`src/rtl/accum_buffer_bank.sv`:
```
// Per-column accumulate/drain buffer behind the systolic array bottom row.
// Two-stage read-modify-write with same-index forwarding per column.
module accum_buffer_bank #(
  parameter int DEPTH         = 16,
  parameter int ARRAY_M       = 8,
  parameter int DATA_WIDTH    = 32,
  parameter int IDX_WIDTH     = $clog2(DEPTH),
  parameter int IDX_SET_WIDTH = IDX_WIDTH * ARRAY_M
) (
  input  logic                          clk,
  input  logic                          reset,
  input  logic [IDX_SET_WIDTH-1:0]      idx_set,
  input  logic [ARRAY_M-1:0]            enable_set,
  input  logic                          drain_mode,
  input  logic [DATA_WIDTH*ARRAY_M-1:0] psum_in,
  output logic [DATA_WIDTH*ARRAY_M-1:0] out_data,
  output logic [ARRAY_M-1:0]            out_valid,
  output logic                          busy
);

  logic [ARRAY_M-1:0] s1_v_all;

  assign busy = |{s1_v_all, out_valid};

  for (genvar m = 0; m < ARRAY_M; m++) begin : g_col
    logic [DATA_WIDTH-1:0] mem [DEPTH];
    logic [DEPTH-1:0]      vld;
    logic [IDX_WIDTH-1:0]  idx;
    logic [IDX_WIDTH-1:0]  s1_idx;
    logic                  en;
    logic                  hit;
    logic                  s1_v;
    logic                  s1_drain;
    logic [DATA_WIDTH-1:0] psum;
    logic [DATA_WIDTH-1:0] s1_psum;
    logic [DATA_WIDTH-1:0] s1_base;
    logic [DATA_WIDTH-1:0] s1_sum;
    logic [DATA_WIDTH-1:0] base;
    logic [DATA_WIDTH-1:0] od;
    logic                  ov;

    assign idx    = idx_set[IDX_WIDTH*m +: IDX_WIDTH];
    assign psum   = psum_in[DATA_WIDTH*m +: DATA_WIDTH];
    assign en     = enable_set[m];
    assign s1_sum = s1_base + s1_psum;
    assign hit    = s1_v && (s1_idx == idx);

    // S1 result wins over the array for the same index
    always_comb begin
      base = '0;
      if (hit) begin
        base = s1_drain ? '0 : s1_sum;
      end else if (vld[idx]) begin
        base = mem[idx];
      end
    end

    always_ff @(posedge clk) begin
      if (en) begin
        s1_idx   <= idx;
        s1_drain <= drain_mode;
        s1_psum  <= psum;
        s1_base  <= base;
      end
    end

    always_ff @(posedge clk) begin
      if (reset) begin
        s1_v <= 1'b0;
        vld  <= '0;
        ov   <= 1'b0;
        od   <= '0;
      end else begin
        s1_v <= en;
        ov   <= s1_v && s1_drain;
        if (s1_v && s1_drain) od <= s1_base;
        if (s1_v) vld[s1_idx] <= !s1_drain;
      end
    end

    always_ff @(posedge clk) begin
      if (!reset && s1_v && !s1_drain) mem[s1_idx] <= s1_sum;
    end

    assign s1_v_all[m] = s1_v;
    assign out_valid[m] = ov;
    assign out_data[DATA_WIDTH*m +: DATA_WIDTH] = od;
  end

endmodule

```
`config.mk`:
```
export PLATFORM = sky130hd
export DESIGN_NAME = accum_buffer_bank
export DESIGN_NICKNAME = d
export VERILOG_FILES = /design/src/rtl/accum_buffer_bank.sv
export SDC_FILE = /design/constraint.sdc
export NUM_CORES = 2
export LEC_CHECK = 0
export CAP_MARGIN = 10
export CELL_PAD_IN_SITES_DETAIL_PLACEMENT = 0
export CELL_PAD_IN_SITES_GLOBAL_PLACEMENT = 1
export CORE_AREA = 2 2 644 646
export DETAILED_ROUTE_END_ITERATION = 10
export DIE_AREA = 0 0 646 648
export PLACE_DENSITY_LB_ADDON = 0.25
export SETUP_SLACK_MARGIN = 0.02
export SLEW_MARGIN = 20
export SYNTH_ARGS = -nofsm -noshare
export SYNTH_HDL_FRONTEND = slang
export SYNTH_SLANG_ARGS = --single-unit
```
`constraint.sdc`:
```
create_clock -name clk -period 3.2 [get_ports clk]
set_input_delay 0.8 -clock clk [delete_from_list [all_inputs] [get_ports clk]]
set_output_delay 0.8 -clock clk [all_outputs]
set_load 0.005 [all_outputs]
```
* Word level (Yosys, flattened, before mapping)
Memory sizes are Yosys's and may differ from the RTL's. Index checks and enable logic that the tools add are counted.
Word-level totals: flip-flop bits (word level) 952, RAM bits 4096, bits of input ports 299, output and inout port bits 265, word-level logic and storage cells 242, memories 8
Cells by class: add/subtract/negate cells 8, magnitude comparators 24, eq/ne operators 8, muxes and demuxes 80, reduce and logical (&&, ||, !) cells 50
Memory list:
- g_col[0].mem | words 16, width 32, rd ports 1, clocked after Yosys merged registers in 0, write ports 1, RTL line 26 | logic [DATA_WIDTH-1:0] mem [DEPTH];
- g_col[1].mem | words 16, width 32, rd ports 1, clocked after Yosys merged registers in 0, write ports 1, RTL line 26
- g_col[2].mem | words 16, width 32, rd ports 1, clocked after Yosys merged registers in 0, write ports 1, RTL line 26
- g_col[3].mem | words 16, width 32, rd ports 1, clocked after Yosys merged registers in 0, write ports 1, RTL line 26
- g_col[4].mem | words 16, width 32, rd ports 1, clocked after Yosys merged registers in 0, write ports 1, RTL line 26
- g_col[5].mem | words 16, width 32, rd ports 1, clocked after Yosys merged registers in 0, write ports 1, RTL line 26
- +2 memories
Operators with widths (count):
- two-way mux 32 bit | 24
- adder 32 bit | 8
- bitwise mux 16 bit | 8
- less-than comparator 4 x 5 -> 1 bit, second input constant | 16
- logical AND 1 bit | 40
- binary-select mux 1 bit (select 4 bit) | 8
- demux 1 bit (select 4 bit) | 8
- == test 4 bit | 8
- >= comparator 4 x 1 -> 1 bit, second input constant | 8
- two-way mux 1 bit | 32
- OR reduction 16 bit | 1
- zero test 1 bit | 9

* Depth between registers and ports, before layout
word-level depth 5, mapped depth 11, gate-level depth less buffers 11

* Least setup slack after synthesis
OpenSTA, ideal clock, no wires.
path type reg-to-reg, start point reg g_col[5].s1_base[0], end point reg g_col[5].s1_base[30], data pin, library setup time 0.134 ns, data arrival time 3.390 ns, data required time 3.066 ns, path slack -0.324 ns, cell stages (with the launch flop) 12, path buffers 0, path through edfxtp_1 > ha_1 > fa_1 > a21o_1 > a221oi_1 > a2111oi_0 > a211oi_1 > a31oi_1 > a31oi_1 > o21ai_0 > xor2_1 > a22o_1
Between the ends: longest elaborated chain between the ends 3
Ends and longest elaborated chain:
- start, declared | RTL line 36 | logic [DATA_WIDTH-1:0] s1_base;
- start signal, assigned | RTL line 63 | s1_base <= base;
- adder 32 bit | RTL line 45 | assign s1_sum = s1_base + s1_psum;
- via g_col[5].s1_sum[30] | RTL line 37 | logic [DATA_WIDTH-1:0] s1_sum;
- two-way mux 32 bit | RTL line 52 | base = s1_drain ? '0 : s1_sum;
- two-way mux 32 bit | RTL line 51 | if (hit) begin
- via g_col[5].base[30] | RTL line 38 | logic [DATA_WIDTH-1:0] base;
The timed path passes the listed nets, and every way through them passes these cells. A chain may end at the register's enable or synchronous reset.

* Worst setup path in the final report
start point reg g_col[2].s1_psum[1], end point reg g_col[2].s1_base[28], data pin
Between the ends: longest elaborated chain between the ends 3
Ends and longest elaborated chain:
- start, declared | RTL line 35 | logic [DATA_WIDTH-1:0] s1_psum;
- start signal, assigned | RTL line 62 | s1_psum <= psum;
- adder 32 bit | RTL line 45
- via g_col[2].s1_sum[28] | RTL line 37
- two-way mux 32 bit | RTL line 52
- two-way mux 32 bit | RTL line 51
- via g_col[2].base[28] | RTL line 38
- end signal, assigned | RTL line 63
- end, declared | RTL line 36
The timed path passes the listed nets, and every way through them passes these cells.

==> results.ini <==
[worst_setup_path]
critPathMaxFanout = 3
crit_end = g_col[2].s1_base[28]
critPathCaptureType = flop
cpMostUsedCell = a21o_1
crit_cells = 11
worst-endpoint-arrival_ns = 4.10
slowest_delay_ns = 0.50
startpoint_type = flop
crit_chain = buf_6 > fa_2 > a21o_1 > a221oi_2 > a21oi_2 > a41o_4 > a21o_1 > or4b_4 > a31oi_4 > xnor2_4 > a22o_1
startpoint = g_col[2].s1_psum[1]
reg2reg_depth = 11
crit_buf_inv = 1
r2r-start = g_col[2].s1_psum[1]
critPathTopFamily = compound AO/OA/AOI/OAI gates
rrSetupSlack_ns = -0.12
critPathSlowestCell = or4b_4
worstSetupPathType = flop to flop
r2r-end = g_col[2].s1_base[28]
critPathRequiredTime_ns = 3.98

[place]
place_inst = 16880
io_buffers = 563
dp_hpwl_mm = 304.3
placed_cell_area_um2 = 222600
gp_congestion = 0.8888

[synthesis]
synth-seq-cells = 5048
synth_top_area_frac = 0.6940
synth_area_um2 = 201100
ys_seq_area_frac = 0.7339
synth_ff_type = edfxtp_1
synth.distinct_cells = 76
synth_edf_count = 4648
async_flop_share = 0
yosys_warnings = 0
syn-num-nets = 11010
avgSynthCellArea_um2 = 19.23
synth_largest_area_cell = edfxtp_1
syn_inst = 10460
yosys-top-cells-area = edfxtp_1 69%, mux4_2 15%, dfxtp_1 4.0%

[die]
die_y_um = 648
num_io_pins = 564
die_area_um2 = 418600
num_rows = 236
die_w_um = 646
initial_core_util = 0.4882
core_area_um2 = 411900

[global_route]
grt_pass1_vias = 110300
gr-total-overflow = 0
track_usage = 0.2380
grt_first_pass_wirelength_mm = 738.0
grt_max_degree = 85
antenna_found_initial = 23

[timing]
rsz0062_at_grt = true
hold_ws_ns = 0.1174
worst_pin_slew_ns = 1.096
fin_crit_sh = 1.038
hold_violations = 0
drv_slew = 0
fmax_ghz = 0.3012
skew_ns = 0.03631
min_period_ns = 3.320
worst_slack_ns = -0.1201
relSlewSlack = 0.2692
setup_violations = 113

[detailed_routing]
first_pass_iters = 8
via_per_inst = 5.980
drt-initial-drc-count = 10810
wl_mm = 504.8
drtAntennaViolNets = 0
drc = 0
wire_per_inst_um = 28.12
num_vias = 107400

[run_status]
status = finished, violations left
violations = negative setup slack

[clock_tree]
clk_pin_slew_ns = 0.06
root_buffer = clkbuf_16
cts_tree = built
cts_made_buffers = 538
htreeDepth = 6
cts_sinks = 5048
clockBufferDepth = 4
ctsHoldBuffers = 0
clock_latency_ns = 1.04

[power_and_ir_drop]
fin_total_pwr_mw = 151.3
switchingPower_mw = 34.72
power_frac_seq = 0.506
pwr_density_cell_nw_per_um2 = 624.2
combPwrFrac = 0.095
peakVddDrop_mv = 0.5463
p_int_mw = 116.5
swShare = 0.2295
pwr-share-clk = 0.399
leakage_nw = 79.55

[layout]
drive_gt1_frac = 0.2850
fin_nets = 12600
syn_to_final_growth_pct = 20.50
seqCellArea_um2 = 147600
final_cells = 17950
multi_input_area_um2 = 53900
finalInstanceArea_um2 = 242300
fillers = 29840

[job]
max-cap-violations = 0

[worst_hold_path]
hp-class = input port to flop
holdPathStages = 1

[worst min-delay path by stage]
stage | endpoint | startpoint | slack [ns]
2_1_floorplan | g_col[0].vld[0] | g_col[0].vld[0] | 0.45
3_3_place_gp | g_col[1].od[13] | g_col[1].od[13] | 0.44
3_5_place_dp | g_col[2].od[1] | g_col[2].od[1] | 0.45
4_1_cts | g_col[6].s1_idx[1] | idx_set[25] | 0.02
5_1_grt | g_col[6].s1_idx[1] | idx_set[25] | 0.07
6_report | g_col[6].s1_idx[1] | idx_set[25] | 0.12
[flip-flops by register name (all words and copies together) (netlist names)]
register        cells
g_col.s1_psum     256
g_col.ov            8
g_col.vld         128
g_col.mem        4096
g_col.s1_drain      8
g_col.s1_base     256
g_col.s1_idx       32
g_col.od          256
g_col.s1_v          8
[per-stage QoR]
stage                 util  setup WS (ns)  TNS, ns
finish              0.5883        -0.1201   -3.264
global route        0.5883        -0.2216   -25.75
CTS                 0.5843        -0.1006   -1.936
detailed placement  0.5404        -0.3191   -91.13
global placement    0.5403        -0.2857   -69.82
floorplan                -        -0.1495   -21.35
[routing by layer]
layer / up-vias / wire (um) / GRT usage
li1: 45870 / - / -
met1: 56790 / 206700 / 0.3282
met2: 3912 / 249700 / 0.3954
met3: 775 / 33030 / 0.03463
met4: 4 / 15330 / 0.07355
met5: - / 22 / 0
[logic make-up after synthesis]
group,synth area share
mux,0.1477
flops,0.7339
compound gates,0.04500
xor+xnor,0.01185
fa+ha+maj,0.01623
simple gates,0.03271
buf+inv,0.01270
[cells in the final DEF (no fill, tap or decap), types with 22 or more instances in the layout]
cell	n
inv_1	100
o22ai_1	25
inv_6	22
o21a_1	22
xor2_1	78
nor3_1	31
clkbuf_8	24
buf_4	768
nand3_1	57
clkinv_1	83
ha_1	230
dfxtp_1	387
clkdlybuf4s50_1	520
o21ai_0	105
o21bai_1	28
a21oi_2	24
or3_1	23
clkbuf_1	150
nand2_1	674
clkbuf_16	546
xor2_2	32
a21oi_1	499
a22o_1	219
edfxtp_1	4648
buf_12	222
nor2_4	130
clkinv_2	60
mux4_2	1313
xnor2_2	32
nand4_1	36
nor2_1	328
buf_6	63
xnor2_1	115
nand2b_1	44
bufinv_16	32
and2_1	22
a21o_1	121
nor2b_1	35
a211oi_1	130
[layout make-up]
| type | count | area share |
|---|---|---|
| inverter | 112 | 0.001802 |
| clock buffer | 713 | 0.05967 |
| clock inverter | 254 | 0.01099 |
| antenna | 8 | 0.00008261 |
| tap | 5474 | 0.02826 |
| timing repair buffer | 1600 | 0.06750 |
| multi-input combinational | 4739 | 0.2224 |
| sequential | 5048 | 0.6092 |
| timing repair inverter | 3 | 0.00009294 |
[what timing repair did]
item,4_1_cts,5_1_grt
pin swaps,68,84
setup buffers,34,41
endpoints found under the setup margin,1052,1545
gates cloned,13,15
gates resized for setup,165,234
[cells in the mapped netlist, drive strengths merged (10+ instances only)]
| cell | number |
|---|---|
| inv | 112 |
| clkbuf | 411 |
| mux2i | 10 |
| dfxtp | 400 |
| a21boi | 12 |
| a21oi | 527 |
| nand2b | 45 |
| nand2 | 677 |
| nor3 | 34 |
| o22ai | 28 |
| xor2 | 112 |
| a31oi | 27 |
| nor4 | 15 |
| or4 | 18 |
| edfxtp | 4648 |
| o211ai | 14 |
| or3 | 23 |
| ha | 248 |
| buf | 146 |
| a22o | 219 |
| a211oi | 138 |
| o21a | 23 |
| o21bai | 32 |
| nor2b | 41 |
| nor2 | 460 |
| xnor2 | 160 |
| nand3 | 61 |
| nand4 | 36 |
| and2 | 25 |
| nand3b | 19 |
| and3 | 22 |
| o31ai | 25 |
| o21ai | 131 |
| mux4 | 1313 |
| and4 | 10 |
| a21o | 121 |
[worst register-to-register path: stages, from the launching register on]
cell	delay, ns
edfxtp_1	0.46
buf_6	0.16
fa_2	0.39
a21o_1	0.19
a221oi_2	0.24
a21oi_2	0.07
a41o_4	0.28
a21o_1	0.20
or4b_4	0.50
a31oi_4	0.24
xnor2_4	0.13
a22o_1	0.22
[power groups by stage]
stage	registers, mW	logic [mW]	clock network (mW)
4_1_cts	76.6	13.9	61.5
5_1_grt	76.6	15.6	64.0
3_3_place_gp	77.9	12.9	0
6_report	76.5	14.4	60.3
3_5_place_dp	77.9	13.4	0
2_1_floorplan	77.7	7.58	0
Note: power is estimated with default switching activity, not from simulation.
